--- config.mk ---
export PLATFORM = sky130hd
export DESIGN_NAME = video_timing_gen
export DESIGN_NICKNAME = d
export VERILOG_FILES = /design/src/rtl/canny_video_pkg.sv /design/src/rtl/pipe_delay.sv /design/src/rtl/video_timing_gen.sv
export SDC_FILE = /design/constraint.sdc
export NUM_CORES = 1
export LEC_CHECK = 0
export ABC_CLOCK_PERIOD_IN_PS = 2300
export CAP_MARGIN = 20
export CORE_UTILIZATION = 48
export CTS_CLUSTER_SIZE = 28
export DETAILED_ROUTE_END_ITERATION = 8
export PLACE_DENSITY = 0.71
export SYNTH_ARGS = -nofsm -noshare
export SYNTH_HDL_FRONTEND = slang
export SYNTH_SLANG_ARGS = --single-unit
--- constraint.sdc ---
create_clock -name iclk -period 2.3 [get_ports iclk]
set_input_delay 0.46 -clock iclk [delete_from_list [all_inputs] [get_ports iclk]]
set_output_delay 0.46 -clock iclk [all_outputs]
set_load 0.01 [all_outputs]
--- src/rtl/canny_video_pkg.sv ---
// canny_video_pkg: shared vertical FSM state type, standard timing presets and width helper.
package canny_video_pkg;

    typedef enum logic [1:0] {VSYNC = 2'd0, VBP = 2'd1, VACT = 2'd2, VFP = 2'd3} vfsm_t;

    localparam int P800_H_TOTAL  = 1056;
    localparam int P800_H_SYNC   = 128;
    localparam int P800_H_BPORCH = 88;
    localparam int P800_H_RES    = 800;
    localparam int P800_V_TOTAL  = 628;
    localparam int P800_V_SYNC   = 4;
    localparam int P800_V_BPORCH = 23;
    localparam int P800_V_RES    = 600;

    localparam int P1024_H_TOTAL  = 1344;
    localparam int P1024_H_SYNC   = 136;
    localparam int P1024_H_BPORCH = 160;
    localparam int P1024_H_RES    = 1024;
    localparam int P1024_V_TOTAL  = 806;
    localparam int P1024_V_SYNC   = 6;
    localparam int P1024_V_BPORCH = 29;
    localparam int P1024_V_RES    = 768;

    localparam int P720_H_TOTAL  = 1650;
    localparam int P720_H_SYNC   = 40;
    localparam int P720_H_BPORCH = 220;
    localparam int P720_H_RES    = 1280;
    localparam int P720_V_TOTAL  = 750;
    localparam int P720_V_SYNC   = 5;
    localparam int P720_V_BPORCH = 20;
    localparam int P720_V_RES    = 720;

    // $clog2 that never yields a zero-width vector
    function automatic int cw(input int n);
        return (n > 1) ? $clog2(n) : 1;
    endfunction

endpackage

--- src/rtl/pipe_delay.sv ---
// pipe_delay: generic DEPTH-stage shift register with synchronous reset.
module pipe_delay #(
    parameter int W     = 1,
    parameter int DEPTH = 1
) (
    input  logic         iclk,
    input  logic         irst,
    input  logic [W-1:0] i_d,
    output logic [W-1:0] o_q
);
    logic [W-1:0] r_sr [DEPTH];
    always_ff @(posedge iclk) begin
        if (irst) begin
            for (int i = 0; i < DEPTH; i++) r_sr[i] <= '0;
        end else begin
            r_sr[0] <= i_d;
            for (int i = 1; i < DEPTH; i++) r_sr[i] <= r_sr[i-1];
        end
    end
    assign o_q = r_sr[DEPTH-1];
endmodule

--- src/rtl/video_timing_gen.sv ---
// video_timing_gen: raster counters, sync/DE, centred read window and sync-alignment delay line.
module video_timing_gen import canny_video_pkg::*; #(
    parameter int H_TOTAL  = 1056,
    parameter int H_SYNC   = 128,
    parameter int H_BPORCH = 88,
    parameter int H_RES    = 800,
    parameter int V_TOTAL  = 628,
    parameter int V_SYNC   = 4,
    parameter int V_BPORCH = 23,
    parameter int V_RES    = 600,
    parameter int RD_HRES  = 640,
    parameter int RD_VRES  = 480,
    parameter bit HS_POL   = 1'b1,
    parameter bit VS_POL   = 1'b1,
    parameter int DLY      = 5,
    localparam int XW      = cw(RD_HRES),
    localparam int YW      = cw(RD_VRES)
) (
    input  logic          iclk,
    input  logic          irst,
    input  logic          i_en,
    output logic          o_rden,
    output logic          o_rd_sof,
    output logic          o_hs,
    output logic          o_vs,
    output logic          o_de,
    output logic          o_win,
    output logic [XW-1:0] o_x,
    output logic [YW-1:0] o_y,
    output logic          o_sof
);
    localparam int HW   = $clog2(H_TOTAL + 1);
    localparam int LW   = $clog2(V_TOTAL + 1);
    localparam int HA0  = H_SYNC + H_BPORCH;
    localparam int X0   = HA0 + (H_RES - RD_HRES) / 2;
    localparam int Y0   = (V_RES - RD_VRES) / 2;
    localparam int V_FP = V_TOTAL - V_SYNC - V_BPORCH - V_RES;
    localparam int PW   = 5 + XW + YW;

    if (H_SYNC + H_BPORCH + H_RES > H_TOTAL) begin : g_chk_h
        $error("horizontal timing exceeds H_TOTAL");
    end
    if (V_SYNC + V_BPORCH + V_RES > V_TOTAL) begin : g_chk_v
        $error("vertical timing exceeds V_TOTAL");
    end
    if (RD_HRES > H_RES || RD_VRES > V_RES) begin : g_chk_rd
        $error("read window larger than active area");
    end
    if (DLY < 1 || DLY > 16) begin : g_chk_dly
        $error("DLY must be 1..16");
    end

    logic [HW-1:0] r_h, w_h_nxt;
    logic [LW-1:0] r_line, w_line_nxt, w_last;
    vfsm_t         r_state, w_state_nxt;
    logic          w_hend, w_lend;

    assign w_hend = r_h == HW'(H_TOTAL - 1);
    assign w_last = (r_state == VSYNC) ? LW'(V_SYNC - 1) :
                    (r_state == VBP)   ? LW'(V_BPORCH - 1) :
                    (r_state == VACT)  ? LW'(V_RES - 1) : LW'(V_FP - 1);
    assign w_lend = r_line == w_last;

    // disabled raster parks at the origin so the next enable starts a fresh frame
    always_comb begin
        w_h_nxt     = '0;
        w_line_nxt  = '0;
        w_state_nxt = VSYNC;
        if (i_en) begin
            w_h_nxt     = w_hend ? '0 : r_h + 1'b1;
            w_line_nxt  = r_line;
            w_state_nxt = r_state;
            if (w_hend) begin
                w_line_nxt = w_lend ? '0 : r_line + 1'b1;
                if (w_lend)
                    w_state_nxt = (r_state == VACT && V_FP == 0) ? VSYNC : vfsm_t'(r_state + 2'd1);
            end
        end
    end

    always_ff @(posedge iclk) begin
        if (irst) begin
            r_h     <= '0;
            r_line  <= '0;
            r_state <= VSYNC;
        end else begin
            r_h     <= w_h_nxt;
            r_line  <= w_line_nxt;
            r_state <= w_state_nxt;
        end
    end

    logic          w_hs, w_vs, w_de, w_win, w_sof, w_rd_sof, w_vact;
    logic [XW-1:0] w_x;
    logic [YW-1:0] w_y;

    assign w_vact   = r_state == VACT;
    assign w_hs     = r_h < HW'(H_SYNC);
    assign w_vs     = r_state == VSYNC;
    assign w_de     = w_vact && r_h >= HW'(HA0) && r_h < HW'(HA0 + H_RES);
    assign w_win    = w_vact && r_h >= HW'(X0) && r_h < HW'(X0 + RD_HRES)
                      && r_line >= LW'(Y0) && r_line < LW'(Y0 + RD_VRES);
    assign w_x      = w_win ? XW'(r_h - HW'(X0)) : '0;
    assign w_y      = w_win ? YW'(r_line - LW'(Y0)) : '0;
    assign w_sof    = w_vs && r_h == '0 && r_line == '0;
    assign w_rd_sof = w_win && r_h == HW'(X0) && r_line == LW'(Y0);

    logic [PW-1:0] r_s0, w_q;
    logic          r_rd_sof;

    always_ff @(posedge iclk) begin
        if (irst) begin
            r_s0     <= '0;
            r_rd_sof <= 1'b0;
        end else begin
            r_s0     <= i_en ? {w_hs, w_vs, w_de, w_win, w_x, w_y, w_sof} : '0;
            r_rd_sof <= i_en && w_rd_sof;
        end
    end

    assign o_rden   = r_s0[PW-4];
    assign o_rd_sof = r_rd_sof;

    pipe_delay #(.W(PW), .DEPTH(DLY)) u_pipe (
        .iclk (iclk),
        .irst (irst),
        .i_d  (r_s0),
        .o_q  (w_q)
    );

    logic w_hs_q, w_vs_q;
    assign {w_hs_q, w_vs_q, o_de, o_win, o_x, o_y, o_sof} = w_q;
    assign o_hs = w_hs_q ^ ~HS_POL;
    assign o_vs = w_vs_q ^ ~VS_POL;
endmodule

==> results of run 1 <==
[worst min-delay path, cell delays in order]
cell	delay, ns
buf_4	0.09
nor2b_1	0.07
nand2_1	0.11
inv_1	0.04
[power breakdown]
group	total (mW)	internal, mW	switching, mW
Combinational	0.0675	0.0205	0.0470
Sequential	2.92	2.92	0.00354
Clock	2.94	1.77	1.17
Total	5.93	4.71	1.22
[how the worst max path moves through the flow]
stage | from | to | depth (start not counted)
6_report | r_h[8] | r_line[8] | 4
5_1_grt | r_h[8] | r_line[7] | 4
4_1_cts | r_h[4] | r_s0[19] | 6
3_5_place_dp | r_h[4] | r_s0[6] | 6
3_3_place_gp | r_h[4] | r_s0[16] | 6
2_1_floorplan | r_h[8] | r_line[0] | 7
[state kept, by name, indices dropped and copies added, names as in the netlist]
register	count
o_rd_sof	1
r_h	11
r_line	10
r_s0	24
r_state	2
u_pipe.r_sr	120
[cell type report]
type | instances | area, um2
Fill cell | 961 | 4830
Tap cell | 143 | 179
Multi-Input combinational cell | 293 | 1940
Clock inverter | 13 | 189
Timing Repair Buffer | 45 | 429
Inverter | 14 | 52.6
Clock buffer | 18 | 439
Sequential cell | 168 | 3360
[kinds of logic (layout without fill, tap and decap cells)]
family                   after synthesis  in the layout  share of synthesized area [%]
AO/OA/AOI/OAI                         26             26                           3.17
flip-flops                           168            168                           59.6
adder cells (fa/ha/maj)               12             12                           2.66
AND/OR/NAND/NOR                      230            230                           24.6
XOR/XNOR                              25             25                           3.88
buffers and inverters                 67             90                           6.10
[per-layer routing]
metal  vias to the layer above  wire (um)
li1                       1734          -
met1                      1478       3830
met2                        69       3820
met3                        14        277
met4                         0        142
met5                         -          0
[metrics by stage]
step / power, mW / setup WS, ns / instance area [um2] / std cells
after floorplan: 3.03 / 0.0756 / 5640 / 528
after global placement: 3.05 / 0.173 / 5920 / 661
after detailed placement: 3.05 / 0.0866 / 5920 / 661
after CTS: 5.98 / 0.0757 / 6550 / 692
after global routing: 6.14 / 0.0228 / 6590 / 694
final: 5.93 / 0.159 / 6590 / 694
[placed cells by master (no fill, tap or decap), types with 4 or more instances in the layout]
| cell type | count |
|---|---|
| a21oi_1 | 8 |
| buf_4 | 16 |
| clkbuf_16 | 17 |
| clkdlybuf4s50_1 | 27 |
| clkinv_4 | 4 |
| dfxtp_1 | 168 |
| ha_1 | 12 |
| inv_1 | 14 |
| nand2_1 | 10 |
| nand3_1 | 13 |
| nand4_1 | 9 |
| nor2_1 | 19 |
| nor2b_1 | 123 |
| nor3_1 | 5 |
| nor4_1 | 25 |
| o31ai_1 | 5 |
| xnor2_1 | 16 |
| xor2_1 | 9 |
==> results.md, run 1 <==
- Status: complete, no violations
- Worst-Skew Late Latency: slightly above 0.4 ns
- Count of state elements after synthesis: 168
- Row count: 39
- Initial DRT Pass Iterations: 5
- Detailed Route WL: around 8100 um
- Vias per cell: between 4 and 5
- Postcts setup bufs: 0
- Headroom to the max-slew limit: 57.3%
- Data required time at the worst endpoint: ~2.7 ns
- Final Max Tran Viols: 0
- Power Dens Cells: between 900 and 1000 nW/um2
- Clock Tree Root: clkbuf_16
- Share of the synthesized area in the top cell type: between 50% and 60%
- Final-report setup violation count: 0
- Path category of the worst min-delay check: primary input to flop
- Hold Crit Start: irst
- Core ar.: ~11000 um2
- Placer Congestion: between 0.8 and 0.9
- Initial cell density of the core: between 40% and 50%
- Most used DFF post-synth: dfxtp_1
- # DRC: 0
- H-tree depth: 4
- Crit path capture type: flop
- Number of hold buffers added after CTS: 0
- Fin crit share: around 93%
- Worst Max-Slew Pin Slew: ~0.63 ns
- Most instantiated cells after synthesis: dfxtp_1, nor2b_1, clkbuf_1, nor4_1
- Clock Tree Buf Depth: 2
- Distinct cell type count after synthesis: 43
- Async set-reset flop share out of synthesis: 0%
- CP Class: flop to flop
- Slowest cell on crit path: or4b_1
- P_leak: roughly 2.5 nW
- FF-to-FF setup slack: around 0.16 ns
- Crit path max-delay family: simple AND/OR/NAND/NOR gates
- Crit Reg-Reg Startpoint: r_h[8]
- CP bufs+invs: 0
- Final TNS setup: 0 ns
- Post-synth EDFFs: 0
- Vias in the first global route: approximately 3k
- Ys Warns: 0
- Hold Fails Final Rpt: 0
- Achievable Freq: about 470 MHz
- Die Y: about 110 um
- CP max stage delay: between 0.5 and 0.6 ns
- Hold worst-path end: r_s0[22]
- Most common cell in the netlist: dfxtp_1
- Total grt overflow: 0
- Chip width: 110 um
- Largest net degree at the start of global routing: around 120
- Worst Reg-to-Reg Cells: 4
- RR Endpoint: r_line[8]
- Core Util, Final: between 50% and 60%
- WP data arrival: 2.49 ns
- I/O Pins: 29
- Clock sink count: 168
- WHS: slightly above 0.4 ns
- Die ar.: roughly 12000 um2
- Tmin final: 2.14 ns
- Seq/Total Area, Yosys: ~60%
- Area contributors post-synth: dfxtp_1, nor2b_1, nor4_1
- CP max FO: 12
- CTS tree: built
- Proportion of layout cells with a drive suffix above 1: 11.3%
- Gr usage total: ~14%
- Initial antenna violation count: 0
- Max Cap Viol: 0
- IO Port Bufs: 28
- Clk pin slew, worst setup/hold paths: 0.06 ns
- Critical Path, Cell by Cell: or4b_1, or3_4, or4_4, a21oi_2
- Hold depth: 4
- Met3 Track Usage GR: about 4.8%
- Post-Syn Area: around 5600 um2
- Vias: 3295
- Hpwl dp: just under 5000 um
- Unrepaired setup endpoints after global routing: no
- Antenna fix cells: 0
- Antenna viol nets, final: 0
- Synthesized area per cell: between 10 and 15 um2
- Post-Synthesis Cells: around 530
- # nets final: around 550
- GR Util met2: between 20% and 30%
- Clk_skew: ~0.0063 ns
- CTS buffer count: 17
- Initial drt markers: 132
- Drt wl/cell: between 10 and 15 um
- First-pass GRT wire length: 13500 um
- Most used routing layer: met2
- Maximum vdd drop: ~0.66 mV
- Post-synth top area cell: dfxtp_1
- Crit path launch type: flop
- Layout overhead on the synthesized area: 16.8%
- Met1 Use GR: between 15 and 20%
- Post-CTS Resized: 0
- Syn_nets: between 500 and 600
Note: power is estimated with default switching activity, not from simulation.
==> run 2, diff against run 1 <==
--- a/config.mk
+++ b/config.mk
@@ -5,12 +5,13 @@
 export SDC_FILE = /design/constraint.sdc
 export NUM_CORES = 1
 export LEC_CHECK = 0
-export ABC_CLOCK_PERIOD_IN_PS = 2300
+export ABC_CLOCK_PERIOD_IN_PS = 2120
 export CAP_MARGIN = 20
 export CORE_UTILIZATION = 48
 export CTS_CLUSTER_SIZE = 28
 export DETAILED_ROUTE_END_ITERATION = 8
-export PLACE_DENSITY = 0.71
+export GPL_TIMING_DRIVEN = 0
+export PLACE_DENSITY = 0.68
 export SYNTH_ARGS = -nofsm -noshare
 export SYNTH_HDL_FRONTEND = slang
 export SYNTH_SLANG_ARGS = --single-unit
==> constraint.sdc (replaced) <==
create_clock -name iclk -period 2.12 [get_ports iclk]
set_input_delay 0.424 -clock iclk [delete_from_list [all_inputs] [get_ports iclk]]
set_output_delay 0.424 -clock iclk [all_outputs]
set_load 0.01 [all_outputs]
==> run 2 against run 1 <==
Effect of this change:
- cell area is 3.6% higher
- count of clock-buffer cells in the layout is 1 higher
- utilization is 2.1 points higher
- fmax is 4.3% higher
- non-clock buffer count is 37 higher
- global-route usage is 0.99 points higher
- sequential power is 8.6% higher
- cell count is 5.3% higher
- critical endpoint unchanged
- largest power group is now sequential cells
==> results.md, run 2 (synthesized netlist as in run 1, its figures left out) <==
- # DRC: 0 (unchanged)
- Initial DRT Pass Iterations: 4 (-1)
- Vias in the first global route: 3080 (+2.4%)
- Achievable Freq: 487 MHz (+4.3%)
- Data required time at the worst endpoint: 2.48 ns (-0.17 ns)
- Largest regs: u_pipe.r_sr x120, r_s0 x24, r_h x11
- FF-to-FF setup slack: 0.07 ns (-0.09 ns)
- CTS tree: built
- Slowest cell on crit path: or4b_4
- Headroom to the max-slew limit: 64.8% (+7.5 points)
- Cell-internal power: 4.88 mW (+3.6%)
- CP bufs+invs: 1 (+1)
- Commonest non-fill, non-tap cell in the layout: dfxtp_1
- Hold Fails Final Rpt: 0 (unchanged)
- Hpwl dp: 5710 um (+16%)
- Clock group share of total power: 47.3% (-2.3 points)
- IO Port Bufs: 28 (unchanged)
- I/O Pins: 29 (unchanged)
- WP data arrival: 2.41 ns (-0.08 ns)
- Proportion of layout cells with a drive suffix above 1: 15.8% (+4.6 points)
- Die Y: 110 um (unchanged)
- Detailed Route WL: 8630 um (+6.8%)
- Gr usage total: 14.8% (+0.99 points)
- Final setup margin: 0.0676 ns (-0.0916 ns)
- Antenna viol nets, final: 0 (unchanged)
- Final-report setup violation count: 0 (unchanged)
- Sequential share of power: 51.4% (+2.2 points)
- Row count: 39 (unchanged)
- CTS buffer count: 17 (unchanged)
- Clock sink count: 168 (unchanged)
- Most frequent cells in the layout: dfxtp_1, nor2b_1, clkdlybuf4s50_1
- Clk pin slew, worst setup/hold paths: 0.06 ns (about the same)
- Hold depth: 1 (-3)
- Chip width: 110 um (unchanged)
- WHS: 0.433 ns (+0.0183 ns)
- Crit path launch type: flop
- Maximum vdd drop: 0.586 mV (-11%)
- Max Cap Viol: 0 (unchanged)
- Post-route cell area: 6830 um2 (+3.6%)
- CP Class: flop to flop
- # nets final: 591 (+6.7%)
- Placer Congestion: 0.877 (+4.7%)
- Total grt overflow: 0 (unchanged)
- Worst Reg-to-Reg Cells: 5 (+1)
- RR Endpoint: r_line[8]
- Layout overhead on the synthesized area: 21.0%
- Switch Pwr: 1.28 mW (+4.9%)
- Critical Path, Cell by Cell: or4b_4, or3_4, buf_8, or4_4, a21oi_2
- Clk_skew: 0.00589 ns (-0.000442 ns)
- Crit path max-delay family: simple AND/OR/NAND/NOR gates
- Power Dens Cells: 903 nW/um2 (+0.26%)
- Core ar.: 11400 um2 (unchanged)
- Initial drt markers: 78 (-41%)
- First-pass GRT wire length: 14000 um (+4.0%)
- Comb pwr share: 1.3% (+0.2 points)
- Tmin final: 2.05 ns (-0.0884 ns)
- Worst Max-Slew Pin Slew: 0.525 ns (-0.107 ns)
- Number of hold buffers added after CTS: 0 (unchanged)
- Initial cell density of the core: 49.4% (unchanged)
- Status: complete, no violations
- Final TNS setup: 0 ns (unchanged)
- Biggest register: u_pipe.r_sr
- Clock Tree Root: clkbuf_16
- Pre-CTS WS: -0.477 ns (-0.564 ns)
- CP max FO: 5 (-7)
- Worst-Skew Late Latency: 0.42 ns (about the same)
- Crit path capture type: flop
- Switch share: 20.9% (+0.21 points)
- Crit Reg-Reg Startpoint: r_h[5]
- CP max stage delay: 0.56 ns (about the same)
- Vias per cell: 4.66 (-1.7%)
- Die ar.: 12200 um2 (unchanged)
- Clock Tree Buf Depth: 2 (unchanged)
- Final Max Tran Viols: 0 (unchanged)
- Hold worst-path end: u_pipe.r_sr[0][52]
- H-tree depth: 4 (unchanged)
- Vias: 3410 (+3.5%)
- Largest net degree at the start of global routing: 17 (-86%)
- Core Util, Final: 59.8% (+2.1 points)
- Drt wl/cell: 11.8 um (+1.4%)
- Hold Crit Start: u_pipe.r_sr[0][28]
- Antenna fix cells: 0 (unchanged)
- Placed cell areas: 6110 um2 (+3.2%)
- Max reg flops: 120 (unchanged)
- Fin crit share: 96.8% (+3.7 points)
- Path category of the worst min-delay check: flop to flop
- P_leak: 2.59 nW (+4.2%)
- Initial antenna violation count: 0 (unchanged)
## run 2: cell types whose count changed in the layout (fill, tap and decap cells not counted), sizes merged
cell | before | now
clkinvlp | 0 | 2
clkdlybuf4s50 | 27 | 28
bufbuf | 0 | 1
buf | 18 | 28
inv | 18 | 19
bufinv | 3 | 1
clkbuf | 18 | 44
clkinv | 6 | 4
## run 2: timing repair
item / 4_1_cts / 5_1_grt
cloned: 1 / 0
pin swaps: 6 / 3
gates resized for setup: 11 / 18
buffers inserted: 5 / 0
endpoints found under the hold margin: 0 / 0
endpoints found under the setup margin: 31 / 39
## run 2: through the flow
step                      cells  power, mW
after floorplan             528       3.29
after global placement      699       3.31
after detailed placement    699       3.31
after CTS                   733       6.22
after global routing        731       6.37
final                       731       6.16
## run 2: how the worst max path moves through the flow
stage / start / end / cells past startpoint
finish: r_h[5] / r_line[8] / 5
global route: r_state[0] / r_line[0] / 7
CTS: irst / o_rd_sof / 6
detailed placement: irst / o_rd_sof / 6
global placement: irst / o_rd_sof / 6
floorplan: r_h[8] / r_line[8] / 7
## run 2: layout make-up
| type | count | area (um2) |
|---|---|---|
| inverters | 14 | 52.6 |
| well taps | 143 | 179 |
| multi-input cells | 293 | 2020 |
| fillers | 947 | 4590 |
| plain buffers | 48 | 272 |
| flip-flops and latches | 168 | 3370 |
| clock inverters | 12 | 115 |
| clock buffers | 19 | 453 |
| repair buffers | 34 | 363 |
## run 2: power by group through the flow
| stage | registers (mW) | clock network, mW | logic, mW |
|---|---|---|---|
| after floorplan | 3.24 | 0 | 0.0494 |
| after global placement | 3.24 | 0 | 0.0714 |
| after detailed placement | 3.24 | 0 | 0.0722 |
| after CTS | 3.17 | 2.97 | 0.0770 |
| after global routing | 3.17 | 3.11 | 0.0875 |
| final | 3.17 | 2.92 | 0.0776 |
## run 2: routing by layer
metal	wire [um]	share of wire, %	vias up	track usage, %
met5	0	0	-	0
met4	164	1.9	0	8.27
met3	395	4.6	15	4.77
met2	4470	52	77	25.8
met1	3590	42	1506	15.6
li1	-	-	1812	-
==> run 3, diff against run 2 <==
--- a/config.mk
+++ b/config.mk
@@ -5,8 +5,9 @@
 export SDC_FILE = /design/constraint.sdc
 export NUM_CORES = 1
 export LEC_CHECK = 0
-export ABC_CLOCK_PERIOD_IN_PS = 2120
+export ABC_CLOCK_PERIOD_IN_PS = 2020
 export CAP_MARGIN = 20
+export CORE_MARGIN = 5
 export CORE_UTILIZATION = 48
 export CTS_CLUSTER_SIZE = 28
 export DETAILED_ROUTE_END_ITERATION = 8
==> constraint.sdc (replaced) <==
create_clock -name iclk -period 2.02 [get_ports iclk]
set_input_delay 0.404 -clock iclk [delete_from_list [all_inputs] [get_ports iclk]]
set_output_delay 0.404 -clock iclk [all_outputs]
set_load 0.01 [all_outputs]
==> run 3 against run 2 <==
Effect of this change:
- the flow now finishes with violations (negative setup slack)
- sequential power increased by 5%
- fmax decreased by 1.0%
- non-clock buffer count increased by 1
- routed wire length increased by 3.5%
- global-route usage decreased by 1.2 points
- register-to-register slack got worse by 0.12 ns
- die area increased by 15%
- highest routed layer unchanged
==> results.md, run 3 (synthesized netlist as in run 1, its figures left out) <==
- Power Dens Cells: 924 nW/um2 (+2.4%)
- Unrepaired setup endpoints after global routing: yes
- Clk pin slew, worst setup/hold paths: 0.06 ns (about the same)
- Antenna viol nets, final: 0 (unchanged)
- Gr usage total: 13.6% (-1.2 points)
- IO Port Bufs: 28 (unchanged)
- Met1 Use GR: 14.8% (-0.78 points)
- # DRC: 0 (unchanged)
- Hold Fails Final Rpt: 0 (unchanged)
- CTS buffer count: 17 (unchanged)
- WP data arrival: 2.42 ns (about the same)
- CTS tree: built
- Placer Congestion: 0.865 (-1.5%)
- Number of hold buffers added after CTS: 0 (unchanged)
- Largest net degree at the start of global routing: 17 (unchanged)
- Die ar.: 14000 um2 (+15%)
- Biggest register: u_pipe.r_sr
- Initial antenna violation count: 0 (unchanged)
- CP Class: flop to flop
- Headroom to the max-slew limit: 62.6% (-2.2 points)
- Final-report setup violation count: 1 (+1)
- Most frequent cells in the layout: dfxtp_1, nor2b_1, clkdlybuf4s50_1
- Detailed Route WL: 8930 um (+3.5%)
- Initial DRT Pass Iterations: 4 (unchanged)
- Placed cell areas: 6110 um2 (unchanged)
- Final TNS setup: -0.0538 ns (-0.0538 ns)
- Core ar.: 11500 um2 (+0.43%)
- Worst-Skew Late Latency: 0.41 ns (about the same)
- Die Y: 118 um (+7.2%)
- Slowest cell on crit path: or4b_4
- Critical Path, Cell by Cell: or4b_4, or3_4, buf_6, or4_4, a21oi_2
- Vias in the first global route: 3262 (+5.9%)
- Met3 Track Usage GR: 5.68% (+0.91 points)
- Final Max Tran Viols: 0 (unchanged)
- Core Util, Final: 60.3% (+0.52 points)
- Tmin final: 2.07 ns (+0.0214 ns)
- Drt wl/cell: 12.2 um (+3.5%)
- Layout overhead on the synthesized area: 22.6%
- Fillers: 945 (-0.21%)
- H-tree depth: 4 (unchanged)
- Hpwl dp: 6150 um (+7.6%)
- Initial drt markers: 112 (+44%)
- Clock Tree Root: clkbuf_16
- Clock sink count: 168 (unchanged)
- First-pass GRT wire length: 15200 um (+8.6%)
- Total grt overflow: 0 (unchanged)
- Post-route cell area: 6910 um2 (+1.3%)
- Crit path launch type: flop
- Row count: 39 (unchanged)
- Maximum vdd drop: 0.688 mV (+17%)
- Status: finished, violations left
- GR Util met2: 23.1% (-2.7 points)
- Largest regs: u_pipe.r_sr x120, r_s0 x24, r_h x11
- CP max FO: 2 (-3)
- Worst Max-Slew Pin Slew: 0.558 ns (+0.0332 ns)
- Vias: 3448 (+1.1%)
- Proportion of layout cells with a drive suffix above 1: 19.2% (+3.4 points)
- P_leak: 2.60 nW (+0.34%)
- Achievable Freq: 482 MHz (-1.0%)
- Initial cell density of the core: 49.2% (-0.21 points)
- Fin crit share: 103% (+5.9 points)
- Most used routing layer: met2
- Chip width: 118 um (+7.2%)
- Vias per cell: 4.72 (+1.1%)
- Crit path capture type: flop
- # nets final: 592 (+0.17%)
- Max reg flops: 120 (unchanged)
- CP max stage delay: 0.54 ns (-0.02 ns)
- Max Cap Viol: 0 (unchanged)
- Commonest non-fill, non-tap cell in the layout: dfxtp_1
- Final setup margin: -0.0538 ns (-0.121 ns)
- Failing checks: negative setup slack
- Clk_skew: 0.00789 ns (+0.00200 ns)
- Antenna fix cells: 0 (unchanged)
- I/O Pins: 29 (unchanged)
- Path category of the worst min-delay check: flop to flop
- Clock Tree Buf Depth: 2 (unchanged)
- Data required time at the worst endpoint: 2.37 ns (-0.11 ns)
==> run 3: metal layers <==
layer / vias to the layer above / routed length [um]
met2: 82 / 4620
met1: 1551 / 3650
met4: 0 / 161
met5: - / 0
met3: 11 / 502
li1: 1804 / -
==> run 3: path summary, 6_finish.rpt <==
kind | start | to | slack (ns) | cells past startpoint
max reg2reg | r_h[8] | r_line[5] | -0.05 | 5
max | r_h[8] | r_line[5] | -0.05 | 5
min | u_pipe.r_sr[0][3] | u_pipe.r_sr[0][27] | 0.43 | 1
min reg2reg | u_pipe.r_sr[0][3] | u_pipe.r_sr[0][27] | 0.43 | 1
==> run 3: critical path, delay by kind of cell, from the launching register on <==
kind                   cells  cell delay [ns]
and+or+nand+nor            3             1.38
AOI/OAI and AO/OA          1             0.15
buffers and inverters      1             0.13
DFF                        1             0.35
==> run 3: cell type report <==
type	count	area, um2	area share [%]
Buffer	45	260	3.76
Clock buffer	19	453	6.55
Clock inverter	11	100	1.45
Inverter	14	52.6	0.760
Multi-Input combinational cell	293	2110	30.5
Sequential cell	168	3380	48.9
Tap cell	143	179	2.59
Timing Repair Buffer	38	383	5.54
==> run 3: power breakdown <==
| part | internal [mW] | leakage [nW] | total (mW) | switching [mW] |
|---|---|---|---|---|
| clock | 1.75 | 0.271 | 2.98 | 1.23 |
| combinational | 0.0303 | 0.972 | 0.0906 | 0.0603 |
| sequential | 3.32 | 1.36 | 3.33 | 0.00506 |
| total | 5.10 | 2.60 | 6.39 | 1.29 |
==> run 3: timing repair <==
action | 4_1_cts | 5_1_grt
endpoints found under the hold margin | 0 | 0
cloned | 1 | 0
pin swaps | 4 | 4
setup endpoints to repair | 39 | 39
resized for setup | 20 | 30
setup buffers | 10 | 0
==> run 3: through the flow <==
step	setup WS [ns]	instances	hold slack, ns	power [mW]
floorplan	-0.157	528	0.414	3.45
global placement	-0.586	699	0.420	3.48
detailed placement	-0.570	699	0.420	3.48
CTS	-0.110	734	0.433	6.47
global route	-0.113	731	0.448	6.64
finish	-0.0538	731	0.429	6.39
==> variant 1 (flow settings as in run 3) <==
The parameter `V_TOTAL` goes from 628 to 2512.
--- a/src/rtl/video_timing_gen.sv
+++ b/src/rtl/video_timing_gen.sv
@@ -5,5 +5,5 @@
     parameter int H_BPORCH = 88,
     parameter int H_RES    = 800,
-    parameter int V_TOTAL  = 628,
+    parameter int V_TOTAL  = 2512,
     parameter int V_SYNC   = 4,
     parameter int V_BPORCH = 23,
Check against the original RTL: no difference found for any inputs over 10 cycles, from zero or initial values and one cycle with irst high; that may be too few to reach the edited logic, so the function may still have changed.
==> variant 1 against run 3 <==
- total power shrank 2.5%
- wire length decreased by 2.3%
- cell area increased by 0.27%
- first-iteration DRC count rose by 7.1%
- final cell count increased by 4.9%
- synthesized area increased by 2.2%
- highest routed layer unchanged
- setup slack gained 80 ps
- largest cell class unchanged
- clock power decreased by 6%
- sequential cell count rose by 2
- utilization decreased by 2.1 points
==> variant 1: results (changes against run 3) <==
- The worst hold slack across all endpoints was 430 ps (+1.79 ps).
- The number of setup violations in the final report was 0 (-1).
- The number of inserted filler cells in the final layout is 1,052 (+11%).
- The via count of the first global-routing pass is 3,307 (+1.4%).
- The number of inverters outside the clock class in the layout is 16 (+2).
- The signal arrival time at the worst endpoint came to 2330 ps (-90 ps).
- The met3 wirelength from detailed routing came to 505 um (+0.60%).
- The met3 layer usage reported by global route is 5.18% (-0.50 points).
- The proportion of cell area spent on the clock network is 7.45% (-0.55 points).
- The flow ran to the end, and the final reports show no timing, DRC or antenna violations.
- The synthesized area per cell came to 10.4 um^2 (-2.6%).
- The distinct cell type count of the synthesized netlist is 46 (+7.0%).
- In the final layout, the registers with the most flip-flops are u_pipe.r_sr: 120 flops, r_s0: 24 flops, r_line: 12 flops.
- The die span in x is 120 um (+1.0%).
- The non-filler instance count after layout is 767 (+4.9%).
- The via total after detailed routing was 3,589 (+4.1%).
- The number of nets in the layout came to 625 (+5.6%).
- The register-to-register path setup slack is 30 ps (+80 ps).
- The adder-cell share of the synthesized area is 3.04% (+0.38 points).
- The maximum net fanout on the critical path is 6 (+4).
- The average detailed-routed wire length per instance was 11.4 um (-6.9%).
- The wire length of the first global-routing pass is 14,900 um (-2.0%).
- The layout cell share with drive strength beyond 1 came to 15.0% (-4.2 points).
- The mux cell area share after synthesis is 0.195% (+0.20 points).
- The net count of the mapped netlist is 571 (+5.2%).
- The final weighted congestion of routability-driven global placement was 0.873 (+0.94%).
- The share of the core filled with cells in the final layout is 58.2% (-2.1 points).
- The delay of the slowest cell on the worst path is 440 ps (-100 ps).
- The placed cell count was 729 (+4.3%).
- The cell area after placement is 6230 um^2 (+1.9%).
- The overall global routing resource usage came to 13.3% (-0.28 points).
- The met1 layer usage reported by global route is 14.4% (-0.46 points).
- The switching fraction of total power is 19.7% (-0.52 points).
- The compound-gate portion of the synthesized area is 3.88% (+0.71 points).
- The layout buffering overhead excluding clock cells is 9.24% (-0.061 points).
- The flip-flop and latch count after synthesis is 170 (+1.2%).
==> variant 1: cell count changes in the layout (fill, tap and decap cells not counted), moves of 5 or more <==
cell                       change
sky130_fd_sc_hd__clkbuf_1      +9
sky130_fd_sc_hd__nand2_1      +12
sky130_fd_sc_hd__nand3_1       +6
sky130_fd_sc_hd__nor2_1       +20
sky130_fd_sc_hd__nor4_1       -14
sky130_fd_sc_hd__nor4_2        -7
sky130_fd_sc_hd__o21ai_0       +5
sky130_fd_sc_hd__xnor2_1       -5
==> variant 1: final timing paths <==
kind | startpoint | endpoint | cells after the start
max reg2reg | r_state[1] | r_state[0] | 7
max | r_state[1] | r_state[0] | 7
min | u_pipe.r_sr[0][3] | u_pipe.r_sr[0][27] | 1
min reg2reg | u_pipe.r_sr[0][3] | u_pipe.r_sr[0][27] | 1
==> variant 1: timing repair <==
item,in CTS,in global routing
hold buffers,0,0
buffers inserted,3,3
resized for setup,25,23
cloned,1,0
endpoints found under the setup margin,35,34
pin swaps,7,6
==> variant 2 (settings of run 3) <==
Without the edit above. Reset style: asynchronous (`irst`), changed in 3 clocked blocks. Comments in the files are not updated.
--- a/src/rtl/pipe_delay.sv
+++ b/src/rtl/pipe_delay.sv
@@ -10,5 +10,5 @@
 );
     logic [W-1:0] r_sr [DEPTH];
-    always_ff @(posedge iclk) begin
+    always_ff @(posedge iclk or posedge irst) begin
         if (irst) begin
             for (int i = 0; i < DEPTH; i++) r_sr[i] <= '0;
--- a/src/rtl/video_timing_gen.sv
+++ b/src/rtl/video_timing_gen.sv
@@ -79,5 +79,5 @@
     end
 
-    always_ff @(posedge iclk) begin
+    always_ff @(posedge iclk or posedge irst) begin
         if (irst) begin
             r_h     <= '0;
@@ -109,5 +109,5 @@
     logic          r_rd_sof;
 
-    always_ff @(posedge iclk) begin
+    always_ff @(posedge iclk or posedge irst) begin
         if (irst) begin
             r_s0     <= '0;
Function: differs if irst is asserted again (counterexample within 10 cycles, from zero or initial values and one cycle with irst high); with irst held inactive, the same outputs for 10 cycles.
==> variant 2 against run 3 <==
- the flow still finishes with violations (negative setup slack)
- die area is 0.47% higher
- setup slack worse by 39 ps
- clock skew is 0.77 ps higher
- first-iteration DRC count grew 98%
- critical path type unchanged
- hold slack got worse by 89 ps
- synthesized cell count shrank 25%
- cell area is 1.6% higher
- critical endpoint is now r_state[1]
- wire length increased by 3.4%
- sequential share of layout area increased by 11 points
- count of clock-buffer cells in the layout increased by 3
- maximum frequency decreased by 1.8%
- sequential cell count unchanged
- synthesized area up 0.51%
Power is not compared: it rests on default switching activity, and its combinational part moved more than twofold at a synthesized area within 25%.
==> variant 2: results (changes against run 3) <==
- The run finished, with violations left.
- The checks that failed: negative setup slack.
- The synthesized area per cell is 14.2 um^2 (+33%).
- The flip-flop count of the largest register after layout came to 96 (-20%).
- The share of flip-flops with an asynchronous set or reset is 100% (+100 points).
- The most used flip-flop cell after synthesis is sky130_fd_sc_hd__dfrtp_1.
- The wire length of the first global-routing pass was 16,100 um (+5.4%).
- The compound-gate portion of the synthesized area was 3.97% (+0.80 points).
- For hold timing, the worst endpoint is u_pipe.r_sr[79].
- The number of cells on the worst hold path is 0 (-1).
- The depth of the most critical reg-to-reg path is 6 (+1).
- The met3 layer usage reported by global route is 4.58% (-1.1 points).
- The number of clock buffer instances in the layout is 22 (+3).
- The multi-input combinational cell count was 178 (-39%).
- The routed wire length on met2 is 4520 um (-2.1%).
- The layout cell share with drive strength beyond 1 was 22.5% (+3.3 points).
- By count the netlist is led by sky130_fd_sc_hd__dfrtp_1 (168), sky130_fd_sc_hd__nor3_1 (22), sky130_fd_sc_hd__nor2_1 (21), sky130_fd_sc_hd__buf_4 (19).
- The overall global routing resource usage is 14.7% (+1.1 points).
- The slew of the pin with the lowest slew margin is 558 ps (-0.452 ps).
- The number of nets in the layout is 474 (-20%).
- The final weighted congestion of routability-driven global placement is 0.814 (-5.8%).
- The number of non-clock buffers came to 79 (-4.8%).
- The number of inserted filler cells in the final layout is 864 (-8.6%).
- The reported net switching power is between 1 and 1.5 mW.
- The number of setup violations in the final report is 2 (+1).
- The non-filler instance count after layout is 614 (-16%).
- The initial detailed-routing violation count is 222 (+98%).
- The maximum net fanout on the critical path is 5 (+3).
- The share of synthesized area occupied by flip-flops and latches is 74.2% (+15 points).
- The wire length after detailed routing is 9230 um (+3.4%).
- The placed cell count is 572 (-18%).
- By area the synthesized netlist is led by sky130_fd_sc_hd__dfrtp_1 (74%), sky130_fd_sc_hd__ha_1 (2.9%), sky130_fd_sc_hd__buf_4 (2.5%).
- The final setup skew is 8.67 ps (+0.774 ps).
- The met2 demand-to-capacity share in global routing is 22.6% (-0.54 points).
- The via count of the first global-routing pass is 3,199 (-1.9%).
- The capturing point of the worst reg2reg path is r_state[1].
- The post-route cell area is 7020 um^2 (+1.6%).
- The worst register-to-register path begins at r_h[0].
- The share of the core filled with cells in the final layout is 61.0% (+0.69 points).
- The net count of the mapped netlist came to 414 (-24%).
- The start point of the worst min-delay path is u_pipe.r_sr[103].
- The pin count of the biggest net entering global routing was 42 (+25).
- The share of the final layout cell area in sequential cells is 59.9% (+11 points).
- The proportion of cell area spent on the clock network is 8.16% (+0.16 points).
- The via count normalized by instance count was 5.05 (+7.0%).
- The count of port buffers added during placement is 27 (-3.6%).
- The xor and xnor area share after synthesis was 2.94% (-0.95 points).
- The worst setup slack after layout was -92.5 ps (-38.7 ps).
- The final HPWL from detailed placement is 5870 um (-4.5%).
- The minimum setup slack after placement is -376 ps (+194 ps).
- The sequential-cell power consumption is ~3.4 mW.
- The met1 wire length was 4070 um (+12%).
- The adder-cell share of the synthesized area was 2.87% (+0.21 points).
- The cell area after placement is 6210 um^2 (+1.5%).
- The met3 wirelength from detailed routing is 415 um (-17%).
-- variant 2: cell count changes in the layout (fill, tap and decap cells not counted), sizes merged, moves of 5 or more --
cell | run 3 | this run
xor2 | 9 | 4
dfxtp | 168 | 0
nor4 | 25 | 4
nor2b | 123 | 2
nor3 | 6 | 23
buf | 33 | 44
clkbuf | 41 | 30
dfrtp | 0 | 168
-- variant 2: timing repair --
| item | 4_1_cts | 5_1_grt |
|---|---|---|
| pin swaps | 1 | 8 |
| setup endpoints to repair | 41 | 42 |
| gates resized for setup | 19 | 18 |
| setup buffers | 4 | 10 |
| cloned | 0 | 0 |
-- variant 2: how the worst max path moves through the flow --
| stage | start | endpoint |
|---|---|---|
| after global placement | irst | r_line[3] |
| final | r_h[0] | r_state[1] |
| after floorplan | irst | o_rd_sof |
| after detailed placement | i_en | o_rd_sof |
| after CTS | r_h[9] | r_state[1] |
| after global routing | r_h[0] | r_state[1] |
